===== config.mk =====
export PLATFORM = sky130hd
export DESIGN_NAME = mem_stage_flat
export DESIGN_NICKNAME = d
export VERILOG_FILES = /design/src/rtl/cpu_types_pkg.sv /design/src/rtl/mem_stage_if.sv /design/src/rtl/mem_stage.sv /design/src/flat_wrapper.sv
export SDC_FILE = /design/constraint.sdc
export NUM_CORES = 1
export LEC_CHECK = 0
export ABC_AREA = 1
export BUFFER_PORTS_ARGS = -buffer_cell sky130_fd_sc_hd__buf_2
export CAP_MARGIN = 20
export CORE_AREA = 2 2 168 170
export CTS_CLUSTER_DIAMETER = 100
export DETAILED_ROUTE_END_ITERATION = 8
export DIE_AREA = 0 0 170 172
export PLACE_DENSITY = 0.63
export SLEW_MARGIN = 20
export SYNTH_ARGS = -nofsm -noshare
export SYNTH_HDL_FRONTEND = slang
export SYNTH_SLANG_ARGS = --single-unit

===== constraint.sdc =====
create_clock -name CLK -period 4.1 [get_ports CLK]
set_clock_uncertainty 0.15 [all_clocks]
set_input_delay 0.41 -clock CLK [delete_from_list [all_inputs] [get_ports CLK]]
set_output_delay 0.41 -clock CLK [all_outputs]
set_load 0.005 [all_outputs]

===== src/rtl/cpu_types_pkg.sv =====
// Shared CPU types: datapath word, register index and the memory-stage FSM states.
package cpu_types_pkg;

    localparam int WORD_W = 32;
    localparam int REG_W  = 5;

    typedef logic [WORD_W-1:0] word_t;
    typedef logic [REG_W-1:0]  regbits_t;

    // Link register written by jal.
    localparam regbits_t LINK_REG = 5'd31;

    typedef enum logic [1:0] {
        RUN    = 2'd0,
        WAIT   = 2'd1,
        HALTED = 2'd2
    } mem_state_t;

endpackage


===== src/rtl/mem_stage_if.sv =====
// Data-cache port between the memory stage and the data cache.
// Handshake: the stage raises dmemREN or dmemWEN with dmemaddr/dmemstore and
// holds them stable until the cache returns dhit; the access completes in the
// cycle where dhit=1 (dmemload valid in that same cycle for reads). dhit may
// already be high in the request cycle, which completes the access with no stall.
interface mem_stage_if;
    import cpu_types_pkg::*;

    logic  dmemREN;
    logic  dmemWEN;
    word_t dmemaddr;
    word_t dmemstore;
    logic  dhit;
    word_t dmemload;

    modport master (
        output dmemREN, dmemWEN, dmemaddr, dmemstore,
        input  dhit, dmemload
    );

    modport slave (
        input  dmemREN, dmemWEN, dmemaddr, dmemstore,
        output dhit, dmemload
    );

endinterface


===== src/rtl/mem_stage.sv =====
// Memory-access stage: data-cache request, stall generation, branch/jump
// resolution, write-back register and sticky halt.
module mem_stage
    import cpu_types_pkg::*;
(
    input  logic               CLK,
    input  logic               nRST,          // synchronous, active-high
    input  logic               dREN_in,
    input  logic               dWEN_in,
    input  logic               RegWr_in,
    input  logic               MemtoReg_in,
    input  logic               lui_in,
    input  logic               jal_in,
    input  logic               beq_in,
    input  logic               bne_in,
    input  logic               jump_in,
    input  logic               jr_in,
    input  logic               flagZero_in,
    input  logic               halt_in,
    input  word_t              alu_in,
    input  word_t              rdat1_in,
    input  word_t              rdat2_in,
    input  word_t              pcplusfour_in,
    input  word_t              Ext_addr_in,
    input  logic [25:0]        j_addr_in,
    input  logic [15:0]        imm_in,
    input  regbits_t           wsel_in,
    mem_stage_if.master        dmem,
    output logic               stall_mem,
    output logic               redirect,
    output word_t              pc_target,
    output logic               flush,
    output logic               wb_RegWr,
    output regbits_t           wb_wsel,
    output word_t              wb_wdat,
    output logic               wb_halt,
    output word_t              stall_count,
    output mem_state_t         state_dbg
);

    mem_state_t state_q, state_d;
    logic       wb_regwr_q, wb_regwr_d;
    regbits_t   wb_wsel_q, wb_wsel_d;
    word_t      wb_wdat_q, wb_wdat_d;
    logic       wb_halt_q, wb_halt_d;
    word_t      stall_count_q, stall_count_d;

    logic       mop;
    logic       taken;
    word_t      target;

    // Cache request, stall and control-transfer resolution.
    always_comb begin
        mop            = (dREN_in | dWEN_in) && (state_q != HALTED);
        dmem.dmemREN   = dREN_in & mop;
        dmem.dmemWEN   = dWEN_in & mop;
        dmem.dmemaddr  = alu_in;
        dmem.dmemstore = rdat2_in;
        stall_mem      = mop & ~dmem.dhit;

        taken  = 1'b0;
        target = pcplusfour_in;
        if (!stall_mem && (state_q != HALTED)) begin
            if (jr_in) begin
                taken  = 1'b1;
                target = rdat1_in;
            end else if (jump_in | jal_in) begin
                taken  = 1'b1;
                target = {pcplusfour_in[31:28], j_addr_in, 2'b00};
            end else if ((beq_in & flagZero_in) | (bne_in & ~flagZero_in)) begin
                taken  = 1'b1;
                target = pcplusfour_in + (Ext_addr_in << 2);
            end
        end
        redirect  = taken;
        flush     = taken;
        pc_target = target;
    end

    // Next-state logic: wait out cache misses, enter HALTED once halt is unstalled.
    always_comb begin
        state_d = state_q;
        case (state_q)
            RUN: begin
                if (halt_in && !stall_mem)  state_d = HALTED;
                else if (stall_mem)         state_d = WAIT;
            end
            WAIT: begin
                if (halt_in && !stall_mem)  state_d = HALTED;
                else if (dmem.dhit)         state_d = RUN;
            end
            HALTED:                         state_d = HALTED;
            default:                        state_d = RUN;
        endcase
    end

    // Write-back capture: bubble while stalled, frozen-and-halted once HALTED.
    always_comb begin
        wb_regwr_d    = wb_regwr_q;
        wb_wsel_d     = wb_wsel_q;
        wb_wdat_d     = wb_wdat_q;
        wb_halt_d     = wb_halt_q;
        stall_count_d = stall_count_q + {31'd0, stall_mem};

        if (state_q == HALTED) begin
            wb_regwr_d = 1'b0;
            wb_halt_d  = 1'b1;
        end else if (stall_mem) begin
            wb_regwr_d = 1'b0;
            wb_halt_d  = 1'b0;
        end else begin
            wb_regwr_d = RegWr_in;
            wb_halt_d  = halt_in;
            wb_wsel_d  = jal_in ? LINK_REG : wsel_in;
            if (jal_in)            wb_wdat_d = pcplusfour_in;
            else if (lui_in)       wb_wdat_d = {imm_in, 16'h0000};
            else if (MemtoReg_in)  wb_wdat_d = dmem.dmemload;
            else                   wb_wdat_d = alu_in;
        end
    end

    // State, write-back latch and stall counter registers.
    always_ff @(posedge CLK) begin
        if (nRST) begin
            state_q       <= RUN;
            wb_regwr_q    <= 1'b0;
            wb_wsel_q     <= '0;
            wb_wdat_q     <= '0;
            wb_halt_q     <= 1'b0;
            stall_count_q <= '0;
        end else begin
            state_q       <= state_d;
            wb_regwr_q    <= wb_regwr_d;
            wb_wsel_q     <= wb_wsel_d;
            wb_wdat_q     <= wb_wdat_d;
            wb_halt_q     <= wb_halt_d;
            stall_count_q <= stall_count_d;
        end
    end

    assign wb_RegWr    = wb_regwr_q;
    assign wb_wsel     = wb_wsel_q;
    assign wb_wdat     = wb_wdat_q;
    assign wb_halt     = wb_halt_q;
    assign stall_count = stall_count_q;
    assign state_dbg   = state_q;

endmodule


===== src/flat_wrapper.sv =====
// flat-port wrapper written by rule: the top's interface ports become plain ports
module mem_stage_flat import cpu_types_pkg::*;
  (CLK, nRST, dREN_in, dWEN_in, RegWr_in, MemtoReg_in, lui_in, jal_in, beq_in, bne_in, jump_in, jr_in, flagZero_in, halt_in, alu_in, rdat1_in, rdat2_in, pcplusfour_in, Ext_addr_in, j_addr_in, imm_in, wsel_in, stall_mem, redirect, pc_target, flush, wb_RegWr, wb_wsel, wb_wdat, wb_halt, stall_count, state_dbg, dmem_dmemREN, dmem_dmemWEN, dmem_dmemaddr, dmem_dmemstore, dmem_dhit, dmem_dmemload);
  mem_stage_if dmem_i ();
  input  logic CLK;
  input  logic nRST;
  input  logic dREN_in;
  input  logic dWEN_in;
  input  logic RegWr_in;
  input  logic MemtoReg_in;
  input  logic lui_in;
  input  logic jal_in;
  input  logic beq_in;
  input  logic bne_in;
  input  logic jump_in;
  input  logic jr_in;
  input  logic flagZero_in;
  input  logic halt_in;
  input  word_t alu_in;
  input  word_t rdat1_in;
  input  word_t rdat2_in;
  input  word_t pcplusfour_in;
  input  word_t Ext_addr_in;
  input  logic [25:0] j_addr_in;
  input  logic [15:0] imm_in;
  input  regbits_t wsel_in;
  output logic stall_mem;
  output logic redirect;
  output word_t pc_target;
  output logic flush;
  output logic wb_RegWr;
  output regbits_t wb_wsel;
  output word_t wb_wdat;
  output logic wb_halt;
  output word_t stall_count;
  output mem_state_t state_dbg;
  output wire logic [$bits(dmem_i.dmemREN)-1:0] dmem_dmemREN;
  output wire logic [$bits(dmem_i.dmemWEN)-1:0] dmem_dmemWEN;
  output wire logic [$bits(dmem_i.dmemaddr)-1:0] dmem_dmemaddr;
  output wire logic [$bits(dmem_i.dmemstore)-1:0] dmem_dmemstore;
  input wire logic [$bits(dmem_i.dhit)-1:0] dmem_dhit;
  input wire logic [$bits(dmem_i.dmemload)-1:0] dmem_dmemload;
  assign dmem_dmemREN = dmem_i.dmemREN;
  assign dmem_dmemWEN = dmem_i.dmemWEN;
  assign dmem_dmemaddr = dmem_i.dmemaddr;
  assign dmem_dmemstore = dmem_i.dmemstore;
  assign dmem_i.dhit = dmem_dhit;
  assign dmem_i.dmemload = dmem_dmemload;
  mem_stage u_core (.CLK(CLK), .nRST(nRST), .dREN_in(dREN_in), .dWEN_in(dWEN_in), .RegWr_in(RegWr_in), .MemtoReg_in(MemtoReg_in), .lui_in(lui_in), .jal_in(jal_in), .beq_in(beq_in), .bne_in(bne_in), .jump_in(jump_in), .jr_in(jr_in), .flagZero_in(flagZero_in), .halt_in(halt_in), .alu_in(alu_in), .rdat1_in(rdat1_in), .rdat2_in(rdat2_in), .pcplusfour_in(pcplusfour_in), .Ext_addr_in(Ext_addr_in), .j_addr_in(j_addr_in), .imm_in(imm_in), .wsel_in(wsel_in), .dmem(dmem_i), .stall_mem(stall_mem), .redirect(redirect), .pc_target(pc_target), .flush(flush), .wb_RegWr(wb_RegWr), .wb_wsel(wb_wsel), .wb_wdat(wb_wdat), .wb_halt(wb_halt), .stall_count(stall_count), .state_dbg(state_dbg));
endmodule

# [After elaboration in Yosys (flattened, before gate mapping)]
# Cells that the tools add are included.
[classes] eq_ne=5 n_addsub=2 bitwise=12 reduce_logical=8 mux=19
[ops] op="2-to-1 mux 32 bit" count=7
[ops] op="adder 32 x 1 -> 32 bit" count=1
[ops] op="adder 32 bit" count=1
[ops] op="2-to-1 mux 2 bit" count=4
[ops] op="2-to-1 mux 1 bit" count=6
[ops] op="one-hot mux 2 bit (3 select lines)" count=1
[ops] op="bitwise AND 1 bit" count=5
[ops] op="2-to-1 mux 5 bit" count=1
[ops] op="inverter 1 bit" count=4
[ops] op="AND reduction 2 bit" count=2
[ops] op="logical AND 1 bit" count=3
[ops] op="!= test 3 x 1 -> 1 bit (second input constant)" count=1
[ops] op="!= test 3 x 2 -> 1 bit (second input constant)" count=1
[ops] op="OR 1 bit" count=3
[ops] op="OR reduction 3 bit" count=1
[ops] op="== test 2 x 1 -> 1 bit (second input constant)" count=1
[ops] op="== test 2 bit (second input constant)" count=1
[ops] op="zero test 2 bit" count=1
[ops] op="!= test 2 bit (second input constant)" count=1
[ops] op="zero test 1 bit" count=1
[totals] output_inout_bits=174 register_bits=73 word_cells=52

# [Logic depth before layout (Yosys ltp)]
[depth] depth_word=7 ltp_mapped=17 mapped_depth_nobuf=17

# [Least setup slack after synthesis]
# No wires, ideal clock.
[synth_timing] path_type="input-to-output" from="in pcplusfour_in[2]" to="out pc_target[14]" path_stages=11 slack_ps=1643 required_ps=3540 arrival_time_ps=1897 n_path_buf=0 path_cell_list="ha_1 fa_1 nand3_1 nand3_1 nand3_1 nand3_1 a21oi_1 o21ai_0 nand2_1 inv_1 o21ai_1"
[synth_between] elab_chain_len=5
[synth_lines] element="start, declared" line_no="flat_wrapper.sv:22" text="input word_t pcplusfour_in;"
[synth_lines] element="adder 32 bit" line_no="mem_stage.sv:72" text="target = pcplusfour_in + (Ext_addr_in << 2);"
[synth_lines] element="2-to-1 mux 32 bit" line_no="mem_stage.sv:70" text="end else if ((beq_in & flagZero_in) | (bne_in & ~flagZero_in)) begin"
[synth_lines] element="2-to-1 mux 32 bit" line_no="mem_stage.sv:67" text="end else if (jump_in | jal_in) begin"
[synth_lines] element="2-to-1 mux 32 bit" line_no="mem_stage.sv:64" text="if (jr_in) begin"
[synth_lines] element="2-to-1 mux 32 bit" line_no="mem_stage.sv:63" text="if (!stall_mem && (state_q != HALTED)) begin"
[synth_lines] element="end, declared" line_no="flat_wrapper.sv:29" text="output word_t pc_target;"
# Every way passes these cells.

# [Final worst setup path]
[layout_timing] from="in pcplusfour_in[2]" to="out pc_target[22]"
# Same word-level chain as after synthesis.

==> results by group <==
Status
  – Outcome: finished, final reports clean

Placed design
  – Inst Count DP: 1922
  – IO Port Bufs: 361
  – Final GP Congestion: 0.942
  – HPWL Detailed: 26100 µm

Setup path
  – Crit-path max cell delay: 0.45 ns
  – Most Frequent Cell on Critical Path: nand3_1
  – Crit Path Category: input port to output pin
  – Critical path peak fanout: 5
  – Cell breakdown of the critical path: buf_2 > ha_1 > fa_1 > nand3_1 > nand3_1 > nand3_1 > nand3_1 > nand3_1 > nand2_1 > nand2_1 > nand3_1 > nand2_1 > nand2_1 > nand2_1 > buf_2
  – CP arrival: 2.54 ns
  – Req. time, crit path: 3.54 ns
  – CP max-delay cell: fa_1
  – Critical Path Start Type: input port
  – Element type at the critical path end: output pin

Synth
  – Post-Syn Area: 7560 µm²
  – Synth Register Bits: 73
  – Yosys cell types: 41
  – Avg Inst Size Synth: 5.71 µm²
  – Register area share after synthesis: 19.3%
  – Synthesis Warnings: 0
  – Primary FF master, synth: dfxtp_1
  – Syn_nets: 1609
  – Syn Inst Count: 1323
  – Post-synth EDFFs: 0
  – Ys async rst share: 0%

Clock network
  – CTS tree: built
  – CTS Sinks: 73
  – Post-cts sizing count: 0
  – CTS Buf Count: 9
  – Post-CTS setup buffer count: 0
  – CTS HTree Levels: 3
  – Worst skew pair latency: 0.34 ns
  – Root Driver: clkbuf_16
  – Hold Buf Count CTS: 0
  – Clk buf depth: 2
  – Clock slew at reported path FFs: 0.06 ns

Global routing
  – First-pass GRT wire length: 47600 µm
  – Largest net degree at the start of global routing: 84
  – Total GRT Usage: 21.3%
  – Initial antenna violation count: 0
  – Total grt overflow: 0
  – Via count of the first global-routing pass: 8389

Floorplanning
  – Row count: 61
  – Initial core utilization: 27.5%
  – Die height: 172 µm
  – Die width: 170 µm
  – Die ar.: 29200 µm²
  – Core ar.: 27500 µm²
  – Num ports: 428

Layout
  – NumNets Final: 1873
  – Antenna Cells: 0
  – Area grow syn2layout: 25.8%
  – Final core occ: 34.6%
  – Post-Layout Cell Count: 1937
  – Share of cells above drive strength 1: 26.4%

STA
  – Period utilisation layout: 75.7%
  – Final TNS setup: 0 ns
  – Hold_ws: 0.143 ns
  – Worst slew margin: 35.6%
  – Unrepaired setup endpoints after global routing: false
  – Final Hold Violating Endpoints: 0
  – Endpoints failing setup: 0
  – Achievable Freq: 322 MHz
  – Min cycle time layout: 3.10 ns
  – Worst Tran Pin Value: 0.960 ns
  – Pins Over Slew Limit: 0

Route
  – Detail Route Antenna Nets: 0
  – Vias per cell: 4.78
  – Drt first pass iters: 5
  – Routed WL: 32400 µm
  – Via count: 9264
  – DR DRC count: 0
  – Wire length per cell after detailed routing: 16.7 µm
  – Initial DRC Count: 499

Flow run
  – Max cap viols: 0

Pwr
  – Worst vdd ir: 0.174 mV
  – PwrDens: 286 nW/µm²
  – Leak: 5.00 nW

Worst hold path
  – Worst Hold Class: input port to flip-flop
critical path, delay by kind of cell:
family | cells | cell delay [ns]
buf+inv | 2 | 0.23
simple gates | 11 | 1.21
fa+ha+maj | 2 | 0.69
final timing paths:
| check | from | end | slack [ns] | cells after the start |
|---|---|---|---|---|
| worst max-delay path | pcplusfour_in[2] | pc_target[22] | 1.0 | 15 |
| worst min-delay path | RegWr_in | u_core.wb_RegWr | 0.14 | 3 |
| worst max register to register | u_core.state_dbg[0] | u_core.stall_count[30] | 1.52 | 14 |
| worst min register to register | u_core.wb_wsel[4] | u_core.wb_wsel[4] | 0.32 | 2 |
stage by stage:
stage	total power [mW]	setup WS [ns]	cell area, µm²
finish	2.72	0.998	9510
global route	2.90	0.819	9510
CTS	2.75	1.04	9510
detailed placement	1.75	1.05	9150
global placement	1.74	1.05	9150
floorplan	1.38	1.64	7560
layout by cell type (no fill, tap or decap), types with 3 or more instances in the layout:
| cell type | n |
|---|---|
| xnor2_1 | 6 |
| a221oi_1 | 16 |
| buf_4 | 8 |
| nand3b_1 | 5 |
| nand3_1 | 57 |
| nor2_2 | 8 |
| nor2_1 | 191 |
| nand4_1 | 12 |
| nor3_1 | 35 |
| a31oi_1 | 17 |
| o211ai_1 | 4 |
| inv_2 | 7 |
| nand2_1 | 367 |
| xor2_1 | 6 |
| and2_1 | 3 |
| inv_1 | 136 |
| nor3b_2 | 3 |
| buf_2 | 361 |
| dfxtp_1 | 73 |
| clkbuf_16 | 9 |
| a21oi_1 | 107 |
| o21ai_1 | 28 |
| or2_0 | 4 |
| nor3_2 | 4 |
| nor2_4 | 6 |
| bufinv_16 | 4 |
| ha_1 | 31 |
| o21ai_0 | 60 |
Yosys cell counts, types with 2 or more instances:
| master | number | share of area (%) |
|---|---|---|
| a21oi_1 | 107 | 7.1 |
| a221oi_1 | 16 | 1.9 |
| a31oi_1 | 17 | 1.4 |
| and2_1 | 3 | 0.25 |
| buf_2 | 16 | 1.1 |
| buf_4 | 68 | 6.8 |
| buf_6 | 4 | 0.60 |
| clkbuf_1 | 29 | 1.4 |
| dfxtp_1 | 73 | 19 |
| ha_1 | 31 | 5.1 |
| inv_1 | 137 | 6.8 |
| inv_2 | 7 | 0.35 |
| nand2_1 | 367 | 18 |
| nand3_1 | 57 | 3.8 |
| nand3_2 | 2 | 0.26 |
| nand3b_1 | 5 | 0.50 |
| nand4_1 | 12 | 0.99 |
| nand4_2 | 2 | 0.33 |
| nor2_1 | 191 | 9.5 |
| nor2_2 | 8 | 0.66 |
| nor2_4 | 6 | 0.89 |
| nor3_1 | 35 | 2.3 |
| nor3_2 | 4 | 0.53 |
| nor3b_1 | 2 | 0.20 |
| nor3b_2 | 3 | 0.50 |
| nor4_1 | 2 | 0.17 |
| o211ai_1 | 4 | 0.40 |
| o21a_1 | 2 | 0.20 |
| o21ai_0 | 60 | 4.0 |
| o21ai_1 | 28 | 1.9 |
| or2_0 | 4 | 0.33 |
| or2_2 | 2 | 0.17 |
| xnor2_1 | 6 | 0.70 |
| xor2_1 | 6 | 0.70 |
kinds of logic after synthesis:
logic type / Yosys count / synth area share (%)
buf+inv: 262 / 17.1
compound gates: 238 / 17.2
flops: 73 / 19.3
simple gates: 706 / 39.7
fa+ha+maj: 32 / 5.40
xor+xnor: 12 / 1.39
power by group:
part / internal (mW) / leakage (nW) / total, mW / switching [mW]
combinational: 0.367 / 4.23 / 0.947 / 0.580
sequential: 0.758 / 0.598 / 0.786 / 0.0281
clock: 0.655 / 0.173 / 0.986 / 0.331
total: 1.78 / 5.00 / 2.72 / 0.940
cell type report:
cell class,count,area (µm²)
Timing Repair Buffer,371,1910
Clock inverter,5,129
Multi-Input combinational cell,988,4810
Inverter,144,541
Fill cell,3089,18000
Tap cell,346,433
Clock buffer,10,229
Sequential cell,73,1460
metal layers:
| metal | global-route usage, % | up-vias | share of wire [%] |
|---|---|---|---|
| met2 | 37.1 | 342 | 47 |
| li1 | - | 4742 | - |
| met1 | 26.7 | 4133 | 44 |
| met5 | 0 | - | 0 |
| met3 | 3.30 | 47 | 6.2 |
| met4 | 7.28 | 0 | 3.1 |
flip-flops by register name, summed over array words and instances (netlist names):
| name | cells |
|---|---|
| u_core.stall_count | 32 |
| u_core.wb_wdat | 32 |
| u_core.wb_wsel | 5 |
| u_core.state_dbg | 2 |
| u_core.wb_RegWr | 1 |
| u_core.wb_halt | 1 |
(Power assumes the default switching activity.)
